<file path="config.mk">
export PLATFORM = sky130hd
export DESIGN_NAME = rca_n
export DESIGN_NICKNAME = d
export VERILOG_FILES = /design/src/rtl/rca_n.sv
export SDC_FILE = /design/constraint.sdc
export NUM_CORES = 1
export LEC_CHECK = 0
export ABC_AREA = 1
export CAP_MARGIN = 20
export CELL_PAD_IN_SITES_DETAIL_PLACEMENT = 1
export CELL_PAD_IN_SITES_GLOBAL_PLACEMENT = 1
export CORE_MARGIN = 1.5
export CORE_UTILIZATION = 35
export CTS_BUF_LIST = sky130_fd_sc_hd__clkbuf_16
export CTS_CLUSTER_DIAMETER = 200
export DETAILED_ROUTE_END_ITERATION = 16
export PLACE_DENSITY_LB_ADDON = 0.08
export SLEW_MARGIN = 20
export SYNTH_ARGS = -nofsm -noshare
export SYNTH_HDL_FRONTEND = slang
export SYNTH_SLANG_ARGS = --single-unit
</file>
<file path="constraint.sdc">
create_clock -name clk -period 2.95 [get_ports clk]
set_clock_uncertainty 0.2 [all_clocks]
set_input_delay 0.59 -clock clk [delete_from_list [all_inputs] [get_ports clk]]
set_output_delay 0.59 -clock clk [all_outputs]
set_load 0.1 [all_outputs]
</file>
<file path="src/rtl/rca_n.sv">
`default_nettype none
// ============================================================================
// Module   : rca_n
// Purpose  : Pipelined unsigned ripple-carry adder. The WIDTH-bit add is cut
//            into S = WIDTH/M segments of M bits. Each segment is an M-bit
//            ripple chain of full adders in its own pipeline stage. The carry
//            between segments is registered. One operand pair is accepted per
//            clock. Sum/C_out appear S edges after sampling, counting the
//            sampling edge.
// Ports    : clk   - rising-edge clock
//            rst_n - asynchronous active-low reset; clears all registers
//            A, B  - WIDTH-bit unsigned operands, sampled every rising edge
//            Sum   - registered (A+B) mod 2^WIDTH
//            C_out - registered carry out of bit WIDTH-1, aligned with Sum
// Revision : 1.0 - initial release
// ============================================================================
module rca_n #(
  parameter int WIDTH = 16,
  parameter int M     = 4
) (
  input  logic             clk,
  input  logic             rst_n,
  input  logic [WIDTH-1:0] A,
  input  logic [WIDTH-1:0] B,
  output logic [WIDTH-1:0] Sum,
  output logic             C_out
);

  // Guard the division so a bad M is reported by the check below rather than
  // as a divide-by-zero.
  localparam int S = (M > 0) ? (WIDTH / M) : 1;

  if (M < 1 || WIDTH < 1 || (WIDTH % M) != 0) begin : g_param_check
    $error("rca_n: WIDTH (%0d) must be a positive integer multiple of M (%0d)",
           WIDTH, M);
  end

  // Aligned per-segment results and the registered carry out of each stage.
  logic [M-1:0] seg_sum   [S];
  logic         seg_carry [S];

  for (genvar j = 0; j < S; j++) begin : g_seg
    // Sum segment j is produced at the edge after stage j computes it. It
    // then waits this many extra edges so it lines up with the last stage.
    localparam int SUM_DLY = S - 1 - j;

    logic [M-1:0] a_in;
    logic [M-1:0] b_in;
    logic         carry_in;
    logic [M-1:0] add_sum;
    logic         add_carry;
    logic [M-1:0] sum_pipe [SUM_DLY+1];
    logic         carry_q;

    if (j == 0) begin : g_no_skew
      // The lowest segment adds straight from the ports with carry-in 0.
      assign a_in     = A[M-1:0];
      assign b_in     = B[M-1:0];
      assign carry_in = 1'b0;
    end else begin : g_skew
      // Operand segment j is delayed j edges. It then meets the carry that
      // stage j-1 registered for the same operand pair.
      logic [M-1:0] a_dly [j];
      logic [M-1:0] b_dly [j];

      always_ff @(posedge clk or negedge rst_n) begin
        if (!rst_n) begin
          for (int k = 0; k < j; k++) begin
            a_dly[k] <= '0;
            b_dly[k] <= '0;
          end
        end else begin
          a_dly[0] <= A[j*M +: M];
          b_dly[0] <= B[j*M +: M];
          for (int k = 1; k < j; k++) begin
            a_dly[k] <= a_dly[k-1];
            b_dly[k] <= b_dly[k-1];
          end
        end
      end

      assign a_in     = a_dly[j-1];
      assign b_in     = b_dly[j-1];
      assign carry_in = seg_carry[j-1];
    end

    // M chained full adders, pure ripple. Each bit's carry feeds the next bit.
    always_comb begin : p_ripple
      logic c;
      add_sum   = '0;
      c         = carry_in;
      for (int i = 0; i < M; i++) begin
        add_sum[i] = a_in[i] ^ b_in[i] ^ c;
        c          = (a_in[i] & b_in[i]) | (c & (a_in[i] ^ b_in[i]));
      end
      add_carry = c;
    end

    // Stage register (sum_pipe[0], carry_q) followed by the sum deskew line.
    always_ff @(posedge clk or negedge rst_n) begin
      if (!rst_n) begin
        for (int k = 0; k <= SUM_DLY; k++) begin
          sum_pipe[k] <= '0;
        end
        carry_q <= 1'b0;
      end else begin
        sum_pipe[0] <= add_sum;
        for (int k = 1; k <= SUM_DLY; k++) begin
          sum_pipe[k] <= sum_pipe[k-1];
        end
        carry_q <= add_carry;
      end
    end

    assign seg_sum[j]   = sum_pipe[SUM_DLY];
    assign seg_carry[j] = carry_q;
  end

  // Every segment tail is a register, so Sum is glitch-free between edges.
  always_comb begin
    Sum = '0;
    for (int j = 0; j < S; j++) begin
      Sum[j*M +: M] = seg_sum[j];
    end
  end

  assign C_out = seg_carry[S-1];

endmodule
`default_nettype wire

</file>
==> reports/metrics.cfg, run 1 <==
[sta]
finalSetupViolations = 0
rsz0062_at_grt = no
setup_ws_ps = 609.2
fin_crit_sh = 0.7935
setup-tns-final_ps = 0
fmax_ghz = 0.4272
max_slew_margin = 0.5030
post-route-min-period_ps = 2341
worstMarginPinSlew_ps = 745.5
slew_violations = 0
hold_viol_final = 0
whs_ps = 122.6

[cells_and_area]
area_growth_pct = 28.05
antennaDiodeCount = 0
drive_gt1_frac = 0.1574
nets = 261
fin_area_um2 = 3656
fin_cells = 318

[worst_setup_path]
endpoint_kind = flop
required_ps = 2980
cp_max_fo = 1
critical_path.cell_chain = clkdlybuf4s50_1 > ha_1 > inv_1 > fa_1 > inv_1 > fa_1 > inv_1 > fa_1 > inv_1
cp_slowest_cell = fa_1
cpMostUsedCell = inv_1
slowest_delay_ps = 470
path_class = in -> reg
worstPathArrival_ps = 2370
start_kind = input pin

[outcome]
status = finished clean

[floorplanning]
ios = 51
start_util = 0.3657
core-area_um2 = 7807
fp.dieW_um = 93.32
dieArea_um2 = 8709
rows = 32
die_height_um = 93.32

[grt]
antenna_found_initial = 0
overflow = 0
grt_pass1_vias = 1372
grt_pass1_wl_mm = 6.630
grt_usage = 0.1097
grt_max_degree = 64

[logic_synthesis]
yosysUniqueCellTypes = 5
yosysWarnings = 0
netlist.area_leader.share = 0.8063
yosysTopAreaCell = dfrtp_1
synth_area_leaders = dfrtp_1 (81%), fa_1 (11%), inv_1 (5.3%), buf_4 (3.2%), ha_1 (0.44%)
syn_inst = 160
synth-seq-cells = 92
syn_area_per_cell_um2 = 17.85
ys_seq_area_frac = 0.8063
synth-edff-count = 0
syn_nets = 210
synth_area_um2 = 2855
synth_flop_cell = dfrtp_1
synthTopCellsByCount = dfrtp_1 (92), inv_1 (40), fa_1 (15)
synth.most_common_cell = dfrtp_1
async_reset_ff_frac = 1.000

[detailed_routing]
drt-total-wl_mm = 3.840
dr.first_iter.drc_count = 12
drc = 0
avgRoutedWirePerCell_um = 12.08
drtPass1Iterations = 4
vias = 1214
ant_nets = 0
via_per_inst = 3.818

[placement]
dpl_worst_slack_ps = 237.1
place_area_um2 = 3363
dpl.hpwl_mm = 2.630
dp_cells = 302
place_congestion = 0.6815
numPortBuffers = 50

[clock_network]
ctsHoldBuffers = 0
path_clk_slew_ps = 60
cts-htree-levels = 3
clockBufferDepth = 2
cts_root_buf = clkbuf_16
clock_latency_ps = 330
cts_resized = 0
cts_tree = done
post-cts-setup-buffers = 0
cts_made_buffers = 9
cts.sinks = 92

[run]
max_cap_violations = 0

[power_and_ir_drop]
irDropWorstVdd_mv = 0.2802
power_density_nw_per_um2 = 841.5
leakage_uw = 0.001762

[hold_path]
hp-class = in -> async

## metal layers
metal  GRT usage  vias up  part of all wire
li1            -      538                 -
met1      0.1160      631              0.35
met2      0.1787       36              0.56
met3     0.04065        9             0.057
met4     0.07955        0             0.029
met5           0        -                 0
## sequential cells by signal, summed over array words and instances (netlist names)
register,flops
Sum,12
g_seg.g_skew.a_dly,12
g_seg.b_in,12
C_out,1
g_seg.carry_q,3
g_seg.sum_pipe,28
g_seg.a_in,12
g_seg.g_skew.b_dly,12
## layout make-up
cell class / instances / area, µm²
inverter: 40 / 150.1
timing repair buffer: 52 / 470.5
fill: 775 / 4151
clock buffer: 9 / 225.2
clock inverter: 7 / 67.56
multi-input combinational: 16 / 312.8
sequential: 92 / 2302
tap: 102 / 127.6
## power by group
group          switching, µW  internal, µW  total, µW
logic                    411           121        532
registers               38.4          1400       1440
clock network            455           651       1110
## path summary, 6_finish.rpt
kind	start	end	slack [ps]	depth (start not counted)
hold reg to reg	g_seg[0].sum_pipe[10]	g_seg[0].sum_pipe[6]	140	0
min in group clk	g_seg[0].sum_pipe[10]	g_seg[0].sum_pipe[6]	140	0
setup reg to reg	g_seg[1].carry_q	g_seg[2].sum_pipe[7]	710	8
setup / recovery	A[0]	g_seg[0].sum_pipe[15]	610	9
hold / removal	rst_n	C_out	120	1
max in group asynchronous	rst_n	g_seg[0].sum_pipe[10]	1700	2
## layout by cell type, fill, tap and decap left out, drive strengths merged
master,synthesis,layout
inv,40,40
ha,1,1
clkbuf,0,9
clkinvlp,0,1
clkdlybuf4s50,0,32
fa,15,15
bufinv,0,1
dfrtp,92,92
clkinv,0,5
buf,12,20
## stage by stage
step | total power (µW) | util
after global routing | 3229 | 0.4683
after global placement | 1990 | 0.4308
after CTS | 3136 | 0.4683
final | 3076 | 0.4683
after floorplan | 1876 | -
after detailed placement | 2009 | 0.4308
## critical path: cells and delay by family
kind                     cells  cell delay, ps
adder cells (fa/ha/maj)      4            1120
buffers and inverters        5             670
## cells by family after synthesis
family / after synthesis / share of synthesized area
buf+inv: 52 / 0.08414
fa+ha+maj: 16 / 0.1096
flops: 92 / 0.8063
Note: power is estimated with default switching activity, not from simulation.
==> inputs of run 2 (changes only) <==
==> constraint.sdc (replaced) <==
create_clock -name clk -period 2.4 [get_ports clk]
set_clock_uncertainty 0.2 [all_clocks]
set_input_delay 0.48 -clock clk [delete_from_list [all_inputs] [get_ports clk]]
set_output_delay 0.48 -clock clk [all_outputs]
set_load 0.1 [all_outputs]
==> run 2 against run 1 <==
  * Combinational power increased by 24%
  * Highest routed layer unchanged
  * Non-clock buffer count is 1 higher
  * Clock-buffer cell count unchanged
  * Wire length is 3.4% lower
  * Largest power group unchanged
  * Hold slack better by 22 ps
  * Setup slack lost 500 ps
  * Critical endpoint unchanged
==> reports/metrics.cfg, run 2 (synthesis results as in run 1) <==
[clock_network]
cts_root_buf = clkbuf_16
post-cts-setup-buffers = 0  ; unchanged
cts_made_buffers = 9  ; unchanged
cts-htree-levels = 3  ; unchanged
cts_tree = done
clock_latency_ps = 320  ; about the same
cts.sinks = 92  ; unchanged
clockBufferDepth = 2  ; unchanged
path_clk_slew_ps = 60  ; about the same

[cells_and_area]
nFillCells = 780  ; +0.65%
regMostFlops = g_seg.sum_pipe
mostFrequentLayoutCell = dfrtp_1
largest_reg_flops = 28  ; unchanged
drive_gt1_frac = 0.1528  ; -0.004630
area_growth_pct = 28.48
nets = 262  ; +0.38%
antennaDiodeCount = 0  ; unchanged
final_cell_mix = dfrtp_1 (92), inv_1 (41), clkdlybuf4s50_1 (32), buf_4 (19), fa_1 (15)

[placement]
place_congestion = 0.6571  ; -3.6%
dpl_worst_slack_ps = -255.9  ; -493.0 ps
numPortBuffers = 50  ; unchanged
dpl.hpwl_mm = 2.713  ; +3.2%

[detailed_routing]
dr_wl_met3_um = 161  ; -27%
drt-met1-wl_mm = 1.321  ; -2.5%
dr.first_iter.drc_count = 8  ; -4
wl_met2_mm = 2.157  ; +0.28%
drt-total-wl_mm = 3.710  ; -3.4%
drtPass1Iterations = 2  ; -2
vias = 1224  ; +0.82%
avgRoutedWirePerCell_um = 11.67  ; -3.4%
via_per_inst = 3.849  ; +0.82%
ant_nets = 0  ; unchanged
drc = 0  ; unchanged
highest_layer = met4

[hold_path]
whs_path_depth = 0
whs_endpoint = g_seg[3].a_in[2]
hold_start = g_seg[3].g_skew.a_dly[6]
hp-class = reg -> reg

[grt]
grt_pass1_vias = 1407  ; +2.6%
grt_usage = 0.1014  ; -0.008312
grt_max_degree = 41  ; -36%
grt_pass1_wl_mm = 6.299  ; -5.0%
antenna_found_initial = 0  ; unchanged
overflow = 0  ; unchanged

[worst_setup_path]
required_ps = 2410  ; -570 ps
critical_path.cell_chain = clkdlybuf4s50_1 > ha_1 > inv_1 > fa_1 > inv_1 > fa_1 > inv_1 > fa_1 > inv_1
slowest_delay_ps = 480  ; about the same
worstPathArrival_ps = 2300  ; -70 ps
r2r-start = g_seg[1].carry_q
cp_max_fo = 1  ; unchanged
cpMostUsedCell = inv_1
r2r_slack_ps = 190  ; -520 ps
r2r-end = g_seg[2].sum_pipe[7]
worstRegToRegCells = 8  ; unchanged
start_kind = input pin
crit_path_start = A[0]
path_class = in -> reg
endpoint_kind = flop
cp_slowest_cell = fa_1

[sta]
worstMarginPinSlew_ps = 499.2  ; -246.2 ps
rsz0062_at_grt = no
hold_viol_final = 0  ; unchanged
whs_ps = 144.4  ; +21.81 ps
finalSetupViolations = 0  ; unchanged
slew_violations = 0  ; unchanged
setup_ws_ps = 112.7  ; -496.5 ps
fin_crit_sh = 0.9530
max_slew_margin = 0.6672  ; +0.1642
post-route-min-period_ps = 2287
fmax_ghz = 0.4372

[floorplanning]
fp.dieW_um = 93.32  ; unchanged
dieArea_um2 = 8709  ; unchanged
rows = 32  ; unchanged
die_height_um = 93.32  ; unchanged
ios = 51  ; unchanged
core-area_um2 = 7807  ; unchanged
start_util = 0.3657  ; unchanged

[power_and_ir_drop]
irDropWorstVdd_mv = 0.3402  ; +21%
leakage_uw = 0.001766  ; +0.25%
power_density_nw_per_um2 = 1019  ; +21%

[run]
max_cap_violations = 0  ; unchanged

[outcome]
status = finished clean

## run 2: cell types whose count changed in the layout (fill, tap and decap cells not counted)
cell / previous run / this run
clkinv_4: 2 / 0
buf_12: 0 / 1
buf_4: 20 / 19
clkinv_1: 2 / 1
clkinvlp_4: 1 / 2
dlygate4sd3_1: 0 / 1
inv_1: 40 / 41
## run 2: final cells by class
type                       instances  area (µm²)  share of cell area
multi-input combinational         16       312.8             0.08527
tap                              102       127.6             0.03479
clock buffer                       9       225.2             0.06139
inverter                          40       150.1             0.04093
clock inverter                     6       57.56             0.01569
sequential                        92        2302              0.6276
timing repair buffer              53       493.0              0.1344
## run 2: routing by layer
layer | track usage | up-vias
met5 | 0 | -
met4 | 0.06818 | 0
met3 | 0.02764 | 7
met2 | 0.1793 | 33
met1 | 0.1034 | 645
li1 | - | 539
## run 2: report_power, final
group	internal, µW	switching, µW
clock	790	518
sequential	1720	49.1
combinational	153	506
total	2660	1070
## run 2: worst max-delay path by stage
stage                                       end  slack, ps  depth (start not counted)
after floorplan           g_seg[1].sum_pipe[11]        300                          8
after global placement    g_seg[0].sum_pipe[15]       -160                          9
after detailed placement  g_seg[0].sum_pipe[15]       -260                          9
after CTS                 g_seg[0].sum_pipe[15]         90                          9
after global routing      g_seg[0].sum_pipe[15]         20                          9
final                     g_seg[0].sum_pipe[15]        110                          9
## run 2: through the flow
stage                     setup TNS [ps]  area, µm²  std cells    util  power, µW
after floorplan                        0       2855        160       -       2306
after global placement            -168.5       3376        302  0.4324       2449
after detailed placement          -349.9       3376        302  0.4324       2476
after CTS                              0       3669        318  0.4699       3807
after global routing                   0       3669        318  0.4699       3907
final                                  0       3669        318  0.4699       3738
## run 2: critical path: cells and delay by family
kind | cells | cell delay [ps]
buffers and inverters | 5 | 680
adder cells (fa/ha/maj) | 4 | 1130
## run 2: what timing repair did
item                                   in CTS  in global routing
resized for setup                           0                  0
endpoints found under the hold margin      38                  0
hold buffers                                1                  0
==> inputs of run 3 (changes only) <==
--- a/config.mk
+++ b/config.mk
@@ -14,7 +14,7 @@
 export CTS_BUF_LIST = sky130_fd_sc_hd__clkbuf_16
 export CTS_CLUSTER_DIAMETER = 200
 export DETAILED_ROUTE_END_ITERATION = 16
-export PLACE_DENSITY_LB_ADDON = 0.08
+export PLACE_DENSITY = 0.73
 export SLEW_MARGIN = 20
 export SYNTH_ARGS = -nofsm -noshare
 export SYNTH_HDL_FRONTEND = slang
==> run 3 against run 2 <==
  * Cell count increased by 0.31%
  * Clock power increased by 12%
  * First-iteration DRC count increased by 88%
  * Largest power group unchanged
==> reports/metrics.cfg, run 3 (synthesis results as in run 1) <==
[cells_and_area]
area_growth_pct = 29.67
largest_reg_flops = 28  ; unchanged
drive_gt1_frac = 0.1613  ; +0.008513
mostFrequentLayoutCell = dfrtp_1
regMostFlops = g_seg.sum_pipe
nets = 262  ; unchanged
final_cell_mix = dfrtp_1 (92), inv_1 (41), clkdlybuf4s50_1 (32), buf_4 (19), fa_1 (15)
antennaDiodeCount = 0  ; unchanged

[hold_path]
whs_path_depth = 0  ; unchanged
hp-class = reg -> reg

[run]
max_cap_violations = 0  ; unchanged

[clock_network]
cts_made_buffers = 9  ; unchanged
clockBufferDepth = 2  ; unchanged
cts_root_buf = clkbuf_16
cts_resized = 0  ; unchanged
path_clk_slew_ps = 60  ; about the same
clock_latency_ps = 330  ; about the same
cts_tree = done
cts.sinks = 92  ; unchanged
post-cts-setup-buffers = 0  ; unchanged
cts-htree-levels = 3  ; unchanged

[worst_setup_path]
required_ps = 2470  ; +60 ps
r2r_slack_ps = 150  ; -40 ps
worstRegToRegCells = 8  ; unchanged
worstPathArrival_ps = 2320  ; +20 ps
path_class = reg -> reg
cp_max_fo = 1  ; unchanged
endpoint_kind = flop
start_kind = flop

[detailed_routing]
via_per_inst = 3.824  ; -0.64%
ant_nets = 0  ; unchanged
vias = 1220  ; -0.33%
drt-total-wl_mm = 3.585  ; -3.4%
drtPass1Iterations = 2  ; unchanged
drc = 0  ; unchanged
avgRoutedWirePerCell_um = 11.24  ; -3.7%
dr.first_iter.drc_count = 15  ; +7

[sta]
finalSetupViolations = 0  ; unchanged
whs_ps = 146.5  ; +2.102 ps
worstMarginPinSlew_ps = 540.6  ; +41.32 ps
slew_violations = 0  ; unchanged
fmax_ghz = 0.4446  ; +1.7%
hold_viol_final = 0  ; unchanged
rsz0062_at_grt = no
max_slew_margin = 0.6396  ; -0.02755
post-route-min-period_ps = 2249  ; -38.07 ps
fin_crit_sh = 0.9372  ; -0.01586

[placement]
numPortBuffers = 50  ; unchanged
dpl.hpwl_mm = 2.462  ; -9.3%
place_congestion = 0.7132  ; +8.5%

[grt]
antenna_found_initial = 0  ; unchanged
grt_pass1_vias = 1404  ; -0.21%
grt_pass1_wl_mm = 6.279  ; -0.32%
overflow = 0  ; unchanged
grt_usage = 0.1006  ; -0.0007965
grt_max_degree = 44  ; +7.3%

[floorplanning]
dieArea_um2 = 8709  ; unchanged
start_util = 0.3657  ; unchanged
die_height_um = 93.32  ; unchanged
core-area_um2 = 7807  ; unchanged
rows = 32  ; unchanged
fp.dieW_um = 93.32  ; unchanged
ios = 51  ; unchanged

[power_and_ir_drop]
power_density_nw_per_um2 = 1051  ; +3.1%
power.total_uw = 3890  ; +4.1%
irDropWorstVdd_mv = 0.5666  ; +67%
leakage_uw = 0.001791  ; +1.4%

[outcome]
status = finished clean

## run 3: worst paths after layout
kind                                           start              endpoint
worst min register to register  g_seg[0].sum_pipe[6]                Sum[2]
worst min-delay path            g_seg[0].sum_pipe[6]                Sum[2]
worst max register to register      g_seg[1].carry_q  g_seg[2].sum_pipe[7]
min in group asynchronous                      rst_n  g_seg[3].sum_pipe[1]
max in group asynchronous                      rst_n  g_seg[1].sum_pipe[9]
worst max-delay path                g_seg[1].carry_q  g_seg[2].sum_pipe[7]
## run 3: layer usage
metal / global-route usage / vias to the layer above / wire (µm)
met3: 0.03171 / 10 / 166
met5: 0 / - / 0
met4: 0.06439 / 0 / 104
li1: - / 540 / -
met1: 0.1107 / 637 / 1392
met2: 0.1673 / 33 / 1921
## run 3: what timing repair did
item,in CTS,in global routing
hold buffers,1,0
endpoints found under the setup margin,0,0
endpoints found under the hold margin,41,0
## run 3: stage by stage
stage	setup TNS, ps	cell area [µm²]	instances	worst slack, ps	util
after floorplan	0	2855	160	296.1	-
after global placement	-163.7	3376	302	-154.6	0.4324
after detailed placement	-256.0	3376	302	-196.7	0.4324
after CTS	0	3702	319	121.2	0.4742
after global routing	0	3702	319	29.09	0.4742
final	0	3702	319	150.8	0.4742
## run 3: layout make-up
cell class	count	area, µm²
well taps	102	127.6
clock buffers	9	225.2
fillers	775	4105
clock inverters	7	91.34
repair buffers	53	493.0
multi-input cells	16	312.8
flip-flops and latches	92	2302
inverters	40	150.1
## run 3: critical path, stage by stage (launching register included)
cell and delay, ps:
dfrtp_1 360, inv_1 100, fa_1 180, inv_1 50, fa_1 380, fa_1 370
inv_1 80, fa_1 410, inv_1 60
## run 3: where the power goes
group / switching [µW] / internal (µW) / total [µW]
sequential: 45.4 / 1720 / 1770
combinational: 504 / 153 / 657
clock: 557 / 910 / 1470
total: 1110 / 2780 / 3890
